--- src/rtl/cpu_pkg.sv ---
// Shared definitions for the core's run-control logic: state encoding and
// default fetch parameters.
package cpu_pkg;

  typedef enum logic [1:0] {
    IDLE   = 2'd0,
    RUN    = 2'd1,
    STEP   = 2'd2,
    HALTED = 2'd3
  } state_e;

  localparam int          DEFAULT_ADDR_W    = 5;
  localparam int          DEFAULT_RESET_PC  = 0;
  localparam logic [31:0] DEFAULT_HALT_WORD = 32'hFFFF_FFFF;

endpackage

--- src/rtl/retire_counter.sv ---
// Saturating retired-instruction counter with synchronous clear and a
// terminal-count flag that fires one retirement before MAX_COUNT.
module retire_counter #(
  parameter int CNT_W     = 16,
  parameter int MAX_COUNT = 0
) (
  input  logic             clk,
  input  logic             rst_n,
  input  logic             clr_i,
  input  logic             inc_i,
  output logic [CNT_W-1:0] count_o,
  output logic             tc_o
);

  localparam logic [CNT_W-1:0] TC_VAL = CNT_W'(MAX_COUNT - 1);

  logic [CNT_W-1:0] cnt_q, cnt_d;

  always_comb begin
    cnt_d = cnt_q;
    if (clr_i) begin
      cnt_d = '0;
    end else if (inc_i && (cnt_q != '1)) begin
      cnt_d = cnt_q + CNT_W'(1);
    end
  end

  always_ff @(posedge clk or negedge rst_n) begin
    if (!rst_n) begin
      cnt_q <= '0;
    end else begin
      cnt_q <= cnt_d;
    end
  end

  // A zero limit disables the terminal-count compare entirely.
  assign tc_o    = (MAX_COUNT != 0) && (cnt_q == TC_VAL);
  assign count_o = cnt_q;

endmodule

--- src/rtl/fetch_sequencer.sv ---
// Run-control and fetch sequencer: owns the PC, gates instruction commit,
// detects the halt word and enforces an optional retirement watchdog.
module fetch_sequencer
  import cpu_pkg::*;
#(
  parameter int                ADDR_W     = DEFAULT_ADDR_W,
  parameter logic [ADDR_W-1:0] RESET_PC   = ADDR_W'(DEFAULT_RESET_PC),
  parameter logic [31:0]       HALT_WORD  = DEFAULT_HALT_WORD,
  parameter int                CNT_W      = 16,
  parameter int                MAX_RETIRE = 0
) (
  input  logic              clk,
  input  logic              rst_n,
  input  logic              start,
  input  logic              step,
  input  logic              stop,
  input  logic [31:0]       instr,
  input  logic              branch_taken,
  input  logic [ADDR_W-1:0] branch_target,
  output logic [ADDR_W-1:0] pc,
  output logic              commit,
  output logic              halted,
  output logic              timeout,
  output logic [CNT_W-1:0]  retired,
  output logic [1:0]        state
);

  state_e            state_q, state_d;
  logic [ADDR_W-1:0] pc_q, pc_d;
  logic              timeout_q, timeout_d;
  logic              cntClr;
  logic              wdTc;
  logic              isHalt;
  logic              wdFire;

  assign isHalt = (instr == HALT_WORD);
  assign commit = ((state_q == RUN) || (state_q == STEP)) && !isHalt;
  assign wdFire = commit && wdTc;

  retire_counter #(
    .CNT_W    (CNT_W),
    .MAX_COUNT(MAX_RETIRE)
  ) u_retire_counter (
    .clk    (clk),
    .rst_n  (rst_n),
    .clr_i  (cntClr),
    .inc_i  (commit),
    .count_o(retired),
    .tc_o   (wdTc)
  );

  // Halt word outranks the watchdog, which outranks stop / step completion.
  always_comb begin
    state_d   = state_q;
    pc_d      = pc_q;
    timeout_d = timeout_q;
    cntClr    = 1'b0;

    if (commit) begin
      pc_d = branch_taken ? branch_target : pc_q + ADDR_W'(1);
    end

    case (state_q)
      IDLE: begin
        if (start) begin
          state_d = RUN;
        end else if (step) begin
          state_d = STEP;
        end
      end
      RUN: begin
        if (isHalt) begin
          state_d = HALTED;
        end else if (wdFire) begin
          state_d   = HALTED;
          timeout_d = 1'b1;
        end else if (stop) begin
          state_d = IDLE;
        end
      end
      STEP: begin
        if (isHalt) begin
          state_d = HALTED;
        end else if (wdFire) begin
          state_d   = HALTED;
          timeout_d = 1'b1;
        end else begin
          state_d = IDLE;
        end
      end
      HALTED: begin
        if (start) begin
          state_d   = RUN;
          pc_d      = RESET_PC;
          timeout_d = 1'b0;
          cntClr    = 1'b1;
        end
      end
      default: begin
        state_d = IDLE;
      end
    endcase
  end

  always_ff @(posedge clk or negedge rst_n) begin
    if (!rst_n) begin
      state_q   <= IDLE;
      pc_q      <= RESET_PC;
      timeout_q <= 1'b0;
    end else begin
      state_q   <= state_d;
      pc_q      <= pc_d;
      timeout_q <= timeout_d;
    end
  end

  assign pc      = pc_q;
  assign halted  = (state_q == HALTED);
  assign timeout = timeout_q;
  assign state   = state_q;

endmodule

--- config.mk ---
export PLATFORM = sky130hd
export DESIGN_NAME = fetch_sequencer
export DESIGN_NICKNAME = d
export VERILOG_FILES = /design/src/rtl/cpu_pkg.sv /design/src/rtl/retire_counter.sv /design/src/rtl/fetch_sequencer.sv
export SDC_FILE = /design/constraint.sdc
export NUM_CORES = 1
export LEC_CHECK = 0
export CAP_MARGIN = 20
export CORE_ASPECT_RATIO = 1.4
export CORE_MARGIN = 1
export CORE_UTILIZATION = 44
export DETAILED_ROUTE_END_ITERATION = 8
export PLACE_DENSITY = 0.83
export SYNTH_ARGS = -nofsm -noshare
export SYNTH_HDL_FRONTEND = slang
export SYNTH_SLANG_ARGS = --single-unit
--- constraint.sdc ---
create_clock -name clk -period 2.85 [get_ports clk]
set_input_delay 0.57 -clock clk [delete_from_list [all_inputs] [get_ports clk]]
set_output_delay 0.57 -clock clk [all_outputs]
set_load 0.005 [all_outputs]
==> results by group <==
Global routing
  – Gr usage total: 26.04%
  – Vias in the first global route: 1655
  – GR Overflow Total: 0
  – Initial antenna violation count: 0
  – First-pass GRT wire length: 7.521 mm
  – Pin count of the biggest net entering global routing: 24

Floorplanning
  – Die ar.: 3827 um2
  – Initial core utilization: 46.20%
  – Cell Rows: 25
  – Die Height: 72.80 um
  – Die width: 52.57 um
  – Core Region: 3410 um2
  – I/O pins: 69

STA
  – Slew at the pin closest to its max-slew limit: 809.1 ps
  – Highest Clock Rate: 359.3 MHz
  – Max-slew headroom: 45.56%
  – Unrepaired setup endpoints after global routing: no
  – Worst Clk Skew: 1.242 ps
  – Final Critical Period: 2783 ps
  – Setup violators final: 0
  – Setup ws final: 66.60 ps
  – Period utilization: 97.66%
  – Final Hold Fails: 0
  – Slew Limit Fails: 0

Drt
  – DR DRC count: 0
  – Via density: 5.970
  – DR pass1 iterations: 4
  – Routed wire length: 4.857 mm
  – Number of DRC markers in iteration 0: 46
  – Routed wire per std cell: 16.30 um
  – Via count: 1779
  – ANT nets after route: 0

Logic synthesis
  – Post-Syn Area: 1575 um2
  – Most common flop cell mapped by yosys: dfrtp_1
  – Syn Area/Cell: 8.850 um2
  – Post-Syn Instances: 178
  – Post-synth cell types: 45
  – Synthesized netlist net count: 227
  – Largest family of logic cells by synthesized area: simple AND/OR/NAND/NOR gates
  – Ys Warns: 0
  – Mux contribution to synthesized area: 1.906%
  – Adder-cell share of the synthesized area: 4.766%
  – Compound-cell area share of the yosys netlist: 19.06%
  – Async S/R FF share, synth: 100.0%
  – Synth top area share: 36.54%
  – Area contributors post-synth: dfrtp_1 37%, nand4_1 6.8%, ha_1 4.8%
  – Simple-gate share of the synthesized area: 31.22%
  – Flops & latches, synth: 23
  – Yosys top cell by area: dfrtp_1
  – Seq/Total Area, Yosys: 36.54%
  – XOR/XNOR Fraction of Synth Area: 0.5560%
  – Commonest cells in the netlist: 23 x dfrtp_1, 17 x nand4_1, 14 x a21oi_1, 14 x nand2_1, 11 x nor2_1
  – EDFF count, synth: 0
  – Most frequent cell after synthesis: dfrtp_1

Critical path
  – Worst Path Required: 2280 ps
  – Arrival time at the worst endpoint: 2210 ps
  – Worst setup SP type: primary input
  – Worst Setup SP: instr[22]
  – Crit path largest cell delay: 590 ps
  – Largest delay share family, worst path: simple AND/OR/NAND/NOR gates
  – R2R cell count: 6
  – Reg2reg start: state[1]
  – Slowest-stage cell, CP: or4_4
  – WP buf/inv: 3
  – CP max FO: 2
  – Worst setup EP type: output pin
  – CP Cell Sequence: clkdlybuf4s50_1 > nand4_1 > or4_4 > o21ai_4 > inv_4 > clkdlybuf4s15_1
  – CP Depth: 6
  – Kind of critical path: primary input to output pin

Final layout
  – Fraction of layout cells with a size suffix above 1: 13.95%
  – Ant diodes: 0
  – Layout Nets: 308
  – Fin cells: 298
  – Syn-to-layout area delta: 56.79%

Hold path
  – Hold WC Path Type: register to register
  – Hold path depth: 1
  – Hold path startpoint: state[1]

Place
  – Setup slack at placement: -204.1 ps
  – Buffers on Ports: 67
  – Routability Congestion: 0.8313
  – Detailed placer's ending HPWL: 3.269 mm
  – Cells after DPL: 283

Clocking
  – Clk root buf: clkbuf_8
  – Clk_lat worst skew: 260 ps
  – Clk sinks: 23
  – Clk slew on worst S/H paths: 80 ps
  – Clk buf depth: 2
  – CTS H-tree lvls: 1
  – Hold_buf cts: 0
  – Total CTS buffers: 3
  – CTS tree: done

Power and ir drop
  – Leak pwr: 0.001049 uW
  – Worst IR Drop VDD: 1026 uV
  – Pwr per Cell Area: 679.4 nW/um2

Run
  – Max Cap Viol: 0

Status
  – Run status: finished clean
## cell usage in the layout (no fill, tap or decap), types with 2 or more instances in the layout
master           instances
a41o_1                   2
nand3_1                 10
nor2_1                  11
buf_4                   19
clkdlybuf4s50_1         62
nand2b_1                 6
ha_1                     6
nor3_1                   2
o21ai_0                  5
and4_4                   3
o22a_1                   2
o41ai_1                  2
nand2_1                 13
mux2i_1                  3
nor4_1                   2
nand4_1                 17
dlymetal6s2s_1           4
or4_4                    2
o311ai_0                 2
dfrtp_1                 23
inv_1                    4
and3_1                   5
a21oi_1                 13
o31ai_1                  4
a31oi_1                  3
clkbuf_8                 3
or4_1                    6
## final cells by class
class	count	area, um2
fillers	259	939.7
repair buffers	86	823.3
inverters	5	21.27
well taps	40	50.05
clock buffers	4	45.04
multi-input cells	140	954.7
flip-flops and latches	23	575.6
## registers in the layout, indices dropped and copies added (netlist names)
signal and cells:
pc 5, state 2, u_retire_counter.count_o 16
## per-layer routing
metal  vias up  wire length (um)  share of wire [%]  global-route usage, %
li1        849                 -                  -                      -
met1       879              2128                 44                  31.32
met2        45              2539                 52                  44.44
met3         6               127                2.6                  4.792
met4         0                62                1.3                  10.82
met5         -                 0                  0                      0
## final timing paths
| check | end | slack, ps |
|---|---|---|
| worst max-delay path | commit | 70 |
| max in group asynchronous | state[1] | 1950 |
| min in group asynchronous | pc[3] | 650 |
| worst min-delay path | state[1] | 590 |
| worst min register to register | state[1] | 590 |
| worst max register to register | u_retire_counter.count_o[12] | 820 |
## cell families after synthesis
kind of cell             after synthesis
AND/OR/NAND/NOR                       85
AO/OA/AOI/OAI                         44
flip-flops                            23
buffers and inverters                 15
adder cells (fa/ha/maj)                6
multiplexers                           3
other                                  1
XOR/XNOR                               1
## power breakdown
group	total (uW)	switching (uW)	leakage, uW	internal, uW
sequential	556	136	0.000302	420
combinational	918	446	0.000724	472
clock	204	105	0.0000228	99.8
## timing repair
item,CTS,global route
endpoints found under the setup margin,1,6
setup buffers,8,3
pin swaps,3,12
resized for setup,5,10
endpoints found under the hold margin,0,0
## stage by stage
step / setup TNS (ps) / hold slack, ps / power [uW] / utilization (%) / area [um2]
5_1_grt: 0 / 609.5 / 1791 / 72.44 / 2470
2_1_floorplan: 0 / 274.4 / 1083 / - / 1575
4_1_cts: -9.993 / 588.0 / 1659 / 70.64 / 2409
3_3_place_gp: -200.4 / 562.9 / 1418 / 67.08 / 2287
3_5_place_dp: -204.1 / 578.1 / 1444 / 67.08 / 2287
6_report: 0 / 586.2 / 1678 / 72.44 / 2470
Power figures use the tool's default switching activity.
==> variant: new RTL, same flow settings <==
Register the inputs `start`, `step`, `stop`, `instr`, `branch_taken` and `branch_target` before use, cleared by the reset. The logic sees them one clock later.
--- a/src/rtl/fetch_sequencer.sv
+++ b/src/rtl/fetch_sequencer.sv
@@ -25,6 +25,31 @@
   output logic [1:0]        state
 );
 
+  logic start_q;
+  logic step_q;
+  logic stop_q;
+  logic [31:0] instr_q;
+  logic branch_taken_q;
+  logic [ADDR_W-1:0] branch_target_q;
+
+  always_ff @(posedge clk or negedge rst_n) begin
+    if (!rst_n) begin
+      start_q         <= '0;
+      step_q          <= '0;
+      stop_q          <= '0;
+      instr_q         <= '0;
+      branch_taken_q  <= '0;
+      branch_target_q <= '0;
+    end else begin
+      start_q         <= start;
+      step_q          <= step;
+      stop_q          <= stop;
+      instr_q         <= instr;
+      branch_taken_q  <= branch_taken;
+      branch_target_q <= branch_target;
+    end
+  end
+
   state_e            state_q, state_d;
   logic [ADDR_W-1:0] pc_q, pc_d;
   logic              timeout_q, timeout_d;
@@ -33,7 +58,7 @@
   logic              isHalt;
   logic              wdFire;
 
-  assign isHalt = (instr == HALT_WORD);
+  assign isHalt = (instr_q == HALT_WORD);
   assign commit = ((state_q == RUN) || (state_q == STEP)) && !isHalt;
   assign wdFire = commit && wdTc;
 
@@ -57,14 +82,14 @@
     cntClr    = 1'b0;
 
     if (commit) begin
-      pc_d = branch_taken ? branch_target : pc_q + ADDR_W'(1);
+      pc_d = branch_taken_q ? branch_target_q : pc_q + ADDR_W'(1);
     end
 
     case (state_q)
       IDLE: begin
-        if (start) begin
+        if (start_q) begin
           state_d = RUN;
-        end else if (step) begin
+        end else if (step_q) begin
           state_d = STEP;
         end
       end
@@ -74,7 +99,7 @@
         end else if (wdFire) begin
           state_d   = HALTED;
           timeout_d = 1'b1;
-        end else if (stop) begin
+        end else if (stop_q) begin
           state_d = IDLE;
         end
       end
@@ -89,7 +114,7 @@
         end
       end
       HALTED: begin
-        if (start) begin
+        if (start_q) begin
           state_d   = RUN;
           pc_d      = RESET_PC;
           timeout_d = 1'b0;
Behaviour: not the same (Yosys sat finds a counterexample within 4 cycles, from zero or initial values and one cycle with rst_n low).
==> variant against the original RTL <==
Sequential cell count up 41. Sequential share of layout area is 22 points higher. Maximum frequency up 1.0%. Total power is 63% higher. Non-clock buffer count decreased by 17. Clock power rose to 3.8 times the old value. Routed wire length rose by 4.7%. Combinational power down 11%. Setup slack better by 28 ps. Final area rose by 42%. Synthesized area is 64% higher. Critical path type is now register to primary output. Largest power group is now registers. Highest routed layer unchanged.
==> variant: results (changes against the original RTL) <==
Leading post-synthesis cells by instance count: 64 x dfrtp_1, 18 x nand2_1, 13 x a21oi_1, 11 x nand4_1 (was 23 x dfrtp_1, 17 x nand4_1, 14 x a21oi_1, 14 x nand2_1, 11 x nor2_1). The met2 usage in global routing is 0.343 (was 0.444), and the data arrival time of the critical path is 2190 ps (was 2210 ps). The part of the Yosys area used for sequential elements came out at 0.619 (was 0.365). For the detailed-routing wirelength on met1, the log shows 1.94 mm (was 2.13 mm). The fraction of layout cells with a size suffix above 1 was 0.0897 (was 0.140). Synthesized-area fraction occupied by ao, oa, aoi and oai cells: 0.120 (was 0.191). The met1 usage in global routing was 0.206 (was 0.313). The run gives 3.70 mm (was 3.27 mm) as the placed wire-length estimate.

The number of buffers on the longest clock path is 2 (unchanged), and the total track usage is 0.197 (was 0.260). The flow ran to the end, and the final reports show no timing, DRC or antenna violations. The via count of the first global-routing pass is 2039 (was 1655), and the post-placement setup slack is 439 ps (was -204 ps). The mux cell area share after synthesis works out to 0.0242 (was 0.0191).

Worst min-delay path category: input pin to async pin (was register to register). The slew of the pin with the lowest slew margin was 726 ps (was 809 ps); the sum of met3 wire segment lengths after detailed routing was 281 um (was 127 um). The run gives 1.47 nW (was 1.05 nW) as the leakage power of the design. The parity-gate share of the synthesized area counting xor and xnor cells is 0 (was 0.00556). The via density per instance was 5.36 (was 5.97); the adder-cell share of the synthesized area was 0.0290 (was 0.0477).

For the worst clock skew, the log shows 7.01 ps (was 1.24 ps). The tools report the total cell area at the placement stage as 3300 um^2 (was 2290 um^2). The initial detailed-routing violation count is 94 (was 46), and the non-filler instance count after layout is 358 (was 298). The post-synthesis cell type count is 43 (was 45), and the switching power is 0.827 mW (was 0.687 mW). The clock transition at the registers of the reported paths works out to 60 ps (was 80 ps).

The insertion delay of the later-clocked pin in the worst-skew pair was 340 ps (was 260 ps). The final routed wire length divided by cell count is 14.2 um (was 16.3 um), and the total setup buffers inserted after CTS is 0 (was 8). The met3 routing resource usage after global routing was 0.0677 (was 0.0479); the flip-flop count of the largest register after layout was 32 (was 16).

The run gives 343 (was 283) as the placed instance count. The logs give 0.393 mV (was 1.03 mV) for the maximum VDD drop and 35 (was 24) for the largest net degree at the start of global routing. The number of buffers created by CTS came out at 9 (was 3).

The filler cell count in the final layout is 444 (was 259), and the global-route wire length before repair is 8.94 mm (was 7.52 mm). Synthesized netlist net count: 263 (was 227). The number of instances resized during post-cts repair was 0 (was 5).
## variant: cell types whose count changed after synthesis, sizes merged, moves of 3 or more
cell	unedited run	this run
and2	1	4
and3	6	2
dfrtp	23	64
nand2	14	18
nand4	17	12
o21ai	7	11
## variant: power by group through the flow
stage	combinational (mW)	clock, mW	sequential [mW]
2_1_floorplan	0.448	0	1.14
6_report	0.815	0.767	1.15
3_3_place_gp	0.792	0	1.16
3_5_place_dp	0.810	0	1.16
4_1_cts	0.816	0.787	1.14
5_1_grt	0.911	0.831	1.16
## variant: kinds of logic after synthesis
kind of cell,count (synthesis)
AOI/OAI and AO/OA,45
adders and majority gates,6
buffers and inverters,14
DFF,64
muxes,6
other,1
and+or+nand+nor,78
## variant: area by class of cell
| type | instances | area, um^2 | share of cell area |
|---|---|---|---|
| sequential | 64 | 1600 | 0.457 |
| multi-input combinational | 136 | 901 | 0.257 |
| timing repair buffer | 69 | 693 | 0.198 |
| clock buffer | 13 | 159 | 0.0454 |
| tap | 68 | 85.1 | 0.0243 |
| clock inverter | 2 | 38.8 | 0.0111 |
| inverter | 6 | 22.5 | 0.00643 |
## variant: final timing paths
| path | from | end | slack, ps | depth (start not counted) |
|---|---|---|---|---|
| max | instr_q[27] | commit | 90 | 5 |
| min | rst_n | instr_q[27] | 270 | 1 |
| max reg2reg | u_retire_counter.count_o[0] | u_retire_counter.count_o[13] | 820 | 6 |
| min reg2reg | branch_target_q[0] | pc[0] | 540 | 2 |
| max in group asynchronous | rst_n | u_retire_counter.count_o[12] | 1960 | 2 |
| min in group clk | branch_target_q[0] | pc[0] | 540 | 2 |
## variant: worst max-delay path, cell delays in order (launching register included)
cell and delay, ps:
dfrtp_1 330, nand4_1 130, or4_4 610, o21ai_2 190, inv_2 130, clkdlybuf4s50_1 460
